===== src/rtl/mb_sequencer.sv =====
`timescale 1ns/1ps
// mb_sequencer
// Macroblock scheduler for the intra prediction loop (intraloop). It walks a
// frame in raster order, offering one macroblock descriptor at a time over a
// valid/ready handshake. It then waits for the intraloop to report the
// macroblock done before offering the next one. At the end of the frame it
// pulses frame_done and bumps a wrapping frame counter.
//
// Ports
//   clk, reset        clock; asynchronous active-high reset
//   enable            global advance enable; low freezes all state and outputs
//   frame_start       single-cycle frame request, honoured only when idle
//   abort             synchronous abort back to idle, ignores enable
//   mb_ready          intraloop accepts the offered descriptor
//   mb_done           intraloop finished the accepted macroblock
//   mb_valid          descriptor valid
//   mbnumber          raster index y*FRAME_WIDTH_MB + x
//   mb_x, mb_y        column / row of the descriptor
//   avail_*           left / top / top-left / top-right neighbour availability
//   first_mb, last_mb descriptor is the first / last macroblock of the frame
//   busy              high whenever a frame is in progress
//   frame_done        single-cycle pulse at frame completion
//   frame_count       completed frames, wraps modulo 2^FCNT_WIDTH
module mb_sequencer #(
  parameter int FRAME_WIDTH_MB  = 120,
  parameter int FRAME_HEIGHT_MB = 68,
  parameter int MBNUM_WIDTH     = 13,
  parameter int FCNT_WIDTH      = 16,
  localparam int XW = (FRAME_WIDTH_MB  > 1) ? $clog2(FRAME_WIDTH_MB)  : 1,
  localparam int YW = (FRAME_HEIGHT_MB > 1) ? $clog2(FRAME_HEIGHT_MB) : 1
) (
  input  logic                   clk,
  input  logic                   reset,
  input  logic                   enable,
  input  logic                   frame_start,
  input  logic                   abort,
  input  logic                   mb_ready,
  input  logic                   mb_done,
  output logic                   mb_valid,
  output logic [MBNUM_WIDTH-1:0] mbnumber,
  output logic [XW-1:0]          mb_x,
  output logic [YW-1:0]          mb_y,
  output logic                   avail_left,
  output logic                   avail_top,
  output logic                   avail_topleft,
  output logic                   avail_topright,
  output logic                   first_mb,
  output logic                   last_mb,
  output logic                   busy,
  output logic                   frame_done,
  output logic [FCNT_WIDTH-1:0]  frame_count
);

  localparam longint TOTAL_MB = longint'(FRAME_WIDTH_MB) * longint'(FRAME_HEIGHT_MB);
  localparam logic [MBNUM_WIDTH-1:0] LAST_MBN = MBNUM_WIDTH'(TOTAL_MB - 1);
  localparam logic [XW-1:0] LAST_X = XW'(FRAME_WIDTH_MB - 1);

  if (FRAME_WIDTH_MB < 1 || FRAME_HEIGHT_MB < 1) begin : g_bad_size
    $error("mb_sequencer: frame dimensions must be at least 1 macroblock");
  end
  if (TOTAL_MB > (longint'(1) << MBNUM_WIDTH)) begin : g_bad_mbnum
    $error("mb_sequencer: MBNUM_WIDTH too small for FRAME_WIDTH_MB*FRAME_HEIGHT_MB");
  end

  typedef enum logic [1:0] {
    S_IDLE  = 2'd0,
    S_ISSUE = 2'd1,
    S_WAIT  = 2'd2,
    S_FDONE = 2'd3
  } state_t;

  state_t                   state;
  state_t                   state_nxt;
  logic                     load;
  logic                     advance;
  logic [XW-1:0]            x_nxt;
  logic [YW-1:0]            y_nxt;
  logic [MBNUM_WIDTH-1:0]   mbn_nxt;

  // Next-state decode. Abort beats everything, including a low enable.
  // Completion in WAIT uses the registered last_mb, which always describes
  // the macroblock the intraloop is currently working on.
  always_comb begin
    state_nxt = state;
    load      = 1'b0;
    advance   = 1'b0;
    if (abort) begin
      state_nxt = S_IDLE;
    end else if (enable) begin
      case (state)
        S_IDLE: begin
          if (frame_start) begin
            state_nxt = S_ISSUE;
            load      = 1'b1;
          end
        end
        S_ISSUE: begin
          if (mb_ready) state_nxt = S_WAIT;
        end
        S_WAIT: begin
          if (mb_done) begin
            if (last_mb) begin
              state_nxt = S_FDONE;
            end else begin
              state_nxt = S_ISSUE;
              advance   = 1'b1;
            end
          end
        end
        S_FDONE: state_nxt = S_IDLE;
        default: state_nxt = S_IDLE;
      endcase
    end
  end

  // Next raster position. mbnumber is carried as its own counter so no
  // multiplier is needed to form y*W + x.
  always_comb begin
    x_nxt   = mb_x;
    y_nxt   = mb_y;
    mbn_nxt = mbnumber;
    if (load) begin
      x_nxt   = '0;
      y_nxt   = '0;
      mbn_nxt = '0;
    end else if (advance) begin
      mbn_nxt = mbnumber + MBNUM_WIDTH'(1);
      if (mb_x == LAST_X) begin
        x_nxt = '0;
        y_nxt = mb_y + YW'(1);
      end else begin
        x_nxt = mb_x + XW'(1);
      end
    end
  end

  // State, descriptor and frame counter. Availability and first/last flags
  // are derived from the next coordinates so they register in the same
  // cycle as the coordinates and the descriptor is coherent when offered.
  always_ff @(posedge clk or posedge reset) begin
    if (reset) begin
      state          <= S_IDLE;
      mbnumber       <= '0;
      mb_x           <= '0;
      mb_y           <= '0;
      avail_left     <= 1'b0;
      avail_top      <= 1'b0;
      avail_topleft  <= 1'b0;
      avail_topright <= 1'b0;
      first_mb       <= 1'b0;
      last_mb        <= 1'b0;
      frame_count    <= '0;
    end else begin
      state <= state_nxt;
      if (abort) begin
        mbnumber       <= '0;
        mb_x           <= '0;
        mb_y           <= '0;
        avail_left     <= 1'b0;
        avail_top      <= 1'b0;
        avail_topleft  <= 1'b0;
        avail_topright <= 1'b0;
        first_mb       <= 1'b0;
        last_mb        <= 1'b0;
      end else if (load || advance) begin
        mbnumber       <= mbn_nxt;
        mb_x           <= x_nxt;
        mb_y           <= y_nxt;
        avail_left     <= (x_nxt != '0);
        avail_top      <= (y_nxt != '0);
        avail_topleft  <= (x_nxt != '0) && (y_nxt != '0);
        avail_topright <= (y_nxt != '0) && (x_nxt != LAST_X);
        first_mb       <= (mbn_nxt == '0);
        last_mb        <= (mbn_nxt == LAST_MBN);
      end
      if (!abort && enable && state == S_FDONE) begin
        frame_count <= frame_count + FCNT_WIDTH'(1);
      end
    end
  end

  // frame_done is qualified by enable so a frame completion held off by a
  // low enable still produces exactly one pulse, in the cycle it retires.
  always_comb begin
    mb_valid   = (state == S_ISSUE);
    busy       = (state != S_IDLE);
    frame_done = (state == S_FDONE) && enable && !abort;
  end

endmodule


===== config.mk =====
export PLATFORM = sky130hd
export DESIGN_NAME = mb_sequencer
export DESIGN_NICKNAME = d
export VERILOG_FILES = /design/src/rtl/mb_sequencer.sv
export SDC_FILE = /design/constraint.sdc
export NUM_CORES = 1
export LEC_CHECK = 0
export ABC_AREA = 1
export CORE_MARGIN = 1.5
export CORE_UTILIZATION = 50
export CTS_BUF_LIST = sky130_fd_sc_hd__clkbuf_8
export DETAILED_ROUTE_END_ITERATION = 6
export PLACE_DENSITY_LB_ADDON = 0.15
export RECOVER_POWER = 100
export SLEW_MARGIN = 10
export SYNTH_ARGS = -nofsm -noshare
export SYNTH_HDL_FRONTEND = slang
export SYNTH_SLANG_ARGS = --single-unit

===== constraint.sdc =====
create_clock -name clk -period 2.4 [get_ports clk]
set_clock_uncertainty 0.15 [all_clocks]
set_input_delay 0.48 -clock clk [delete_from_list [all_inputs] [get_ports clk]]
set_output_delay 0.48 -clock clk [all_outputs]
set_load 0.1 [all_outputs]

==> run metrics <==
Root Buffer Master=clkbuf_8; antenna viol nets, final=0; min Tclk post-route=approximately 2300 ps; CTS Hold Bufs=0; final setup fails=0; Initial Util=about half; Syn. warnings=0; Syn Area/Cell=approximately 7.1 µm²; Finished Cell Area=roughly 4000 µm²; Worst R2R Start=mb_x[0]$_DFFE_PP0P_; Synth area leader=dfrtp_1; antenna violations before repair=0; drt first-iter violations=133; IO Pins=59; reg-to-reg endpoint=avail_topleft$_DFFE_PP0P_; Post-Synthesis Cells=roughly 440; share of the yosys chip area belonging to registers=about two fifths; Layout area overhead=31.1%; Clk Latency, worst-skew pair=around 300 ps; fin. max-slew vios=0; drt via density=5.04; Max-cap violations=0; flop-to-flop setup slack=roughly 250 ps; Synth top area share=roughly two fifths; Final period util=between 90% and 100%; Tot Pwr=~2.1 mW; CP Capture Point=frame_done; flops & latches, synth=just over 50; top cells by area in the synthesized netlist=dfrtp_1, nand2_1, nor2_1; Max Clock Freq=~440 MHz; nets@finish=around 560; largest net degree at the start of global routing=36; DP HPWL=around 6000 µm; first-pass GRT wire length=roughly 13000 µm; Inserted Clock Buffers=5; RD Place Congestion=between 0.8 and 0.9; final hold violations=0; H-tree depth=2; Yosys cell types=30; clk sink count=between 50 and 60; CTS tree=done; Mapped Nets=~450; CP startpoint kind=input pin; slew at the pin closest to its max-slew limit=approximately 680 ps; FILL cells=approximately 550; clk buf depth=2; timing startpoint of the critical path=abort; share of layout cells above drive strength 1=between 20% and 30%; chip width=between 80 and 90 µm; final wirelength=a little under 8000 µm; reg2reg path depth=12; Peak VDD IR=roughly 0.5 mV; status=completed; vias in the first global route=around 3100; CP max FO=2; Cell Rows=28; fin util=about two thirds; Worst-path clk slew=approximately 90 ps; wire per inst=12.5 µm; Vias=about 3100; HP Class=reg -> reg; die area=6630 µm²; Critical Path AT=roughly 1700 ps; DR pass1 iterations=4; GRT Util Overall=between 20% and 30%; Diodes inserted=0; DP Area=4070 µm²; synthesized area=3070 µm²; Die Span Y=just over 80 µm; Max-slew headroom=about 55%; RSZ-0062 raised after global routing=no; LEAKAGE=2.20 nW; Remaining Overflow, GRT=0; CP required=approximately 1800 ps; Setup CP Type=in -> out; DRC violations left=0; Core Region=between 5000 and 6000 µm²; PD cells=517 nW/µm²; Setup crit end kind=primary output; I/O Buffers=58
flip-flops by register name, summed over array words and instances, names as in the netlist:
| signal | count |
|---|---|
| first_mb | 1 |
| mb_x | 7 |
| last_mb | 1 |
| avail_left | 1 |
| avail_top | 1 |
| avail_topleft | 1 |
| state | 2 |
| mbnumber | 13 |
| mb_y | 7 |
| frame_count | 16 |
| avail_topright | 1 |
logic make-up (layout without fill, tap and decap cells):
group	count (synthesis)	after routing	synth area share, %
flip-flops	51	51	41.5
buffers and inverters	70	184	8.79
adder cells (fa/ha/maj)	4	4	1.63
AND/OR/NAND/NOR	281	281	40.9
AO/OA/AOI/OAI	11	11	2.04
XOR/XNOR	18	18	5.13
cell type report:
cell class              count  area (µm²)  area share [%]
multi-input cells         314        1530            38.0
flip-flops and latches     51        1280            31.8
repair buffers            113         751            18.6
inverters                  63         253            6.27
well taps                  75        93.8            2.33
clock buffers               6        82.6            2.05
clock inverters             2        35.0           0.870
cell usage in the layout (no fill, tap or decap), drive strengths merged, types with 3 or more instances in the layout:
| cell type | instances |
|---|---|
| xnor2 | 8 |
| nor3 | 12 |
| nand4 | 14 |
| buf | 37 |
| clkbuf | 76 |
| nand3 | 49 |
| xor2 | 10 |
| clkdlybuf4s50 | 3 |
| dfrtp | 51 |
| inv | 63 |
| nor2 | 76 |
| o21ai | 5 |
| nand2 | 127 |
| ha | 4 |
cell usage after synthesis, drive strengths merged:
library cell,n
a21oi,2
a31oi,1
buf,4
clkbuf,3
dfrtp,51
ha,4
inv,63
nand2,127
nand3,49
nand3b,2
nand4,14
nor2,76
nor3,12
nor4,1
o21a,1
o21ai,5
o21bai,1
o22ai,1
xnor2,8
xor2,10
how the worst min path moves through the flow:
stage	from	to	slack, ps	depth (start not counted)
after global routing	avail_left$_DFFE_PP0P_	avail_left$_DFFE_PP0P_	360	2
after detailed placement	avail_topleft$_DFFE_PP0P_	avail_topleft$_DFFE_PP0P_	330	2
after CTS	reset	frame_count[8]$_DFFE_PP0P_	330	2
final	avail_left$_DFFE_PP0P_	avail_left$_DFFE_PP0P_	340	2
after floorplan	state[0]$_DFFE_PP0P_	state[1]$_DFFE_PP0P_	450	3
after global placement	avail_left$_DFFE_PP0P_	avail_left$_DFFE_PP0P_	320	2
power breakdown:
part / switching, mW / leakage (nW) / internal [mW]
registers: 0.0382 / 0.688 / 0.891
logic: 0.415 / 1.45 / 0.115
clock network: 0.287 / 0.0612 / 0.338
stage by stage:
stage               cells  hold WS (ps)  TNS, ps  worst slack (ps)
floorplan             435           454     -824              -200
global placement      614           317    -1020              -145
detailed placement    614           325    -1980              -231
CTS                   624           331        0              3.81
global route          624           359        0              40.4
finish                624           339        0               102
timing repair:
action | in CTS | in global routing
endpoints found under the setup margin | 1 | 7
buffers inserted | 2 | 0
pin swaps | 1 | 0
gates resized for setup | 3 | 3
cloned | 0 | 0
endpoints found under the hold margin | 0 | 0
layer usage:
layer	vias to the layer above	global-route usage [%]	part of all wire [%]
met5	-	0	0
met4	0	9.14	1.3
met3	11	5.28	4.7
met2	72	44.0	50
met1	1476	30.6	44
li1	1583	-	-
worst max-delay path: stages:
cell and delay [ps]:
dlygate4sd2_1 250, buf_6 140, inv_16 50, nand2_8 40
buf_4 150, nor3_4 160, clkbuf_1 150, buf_6 240
No activity file was read; power rests on OpenSTA's default activity.
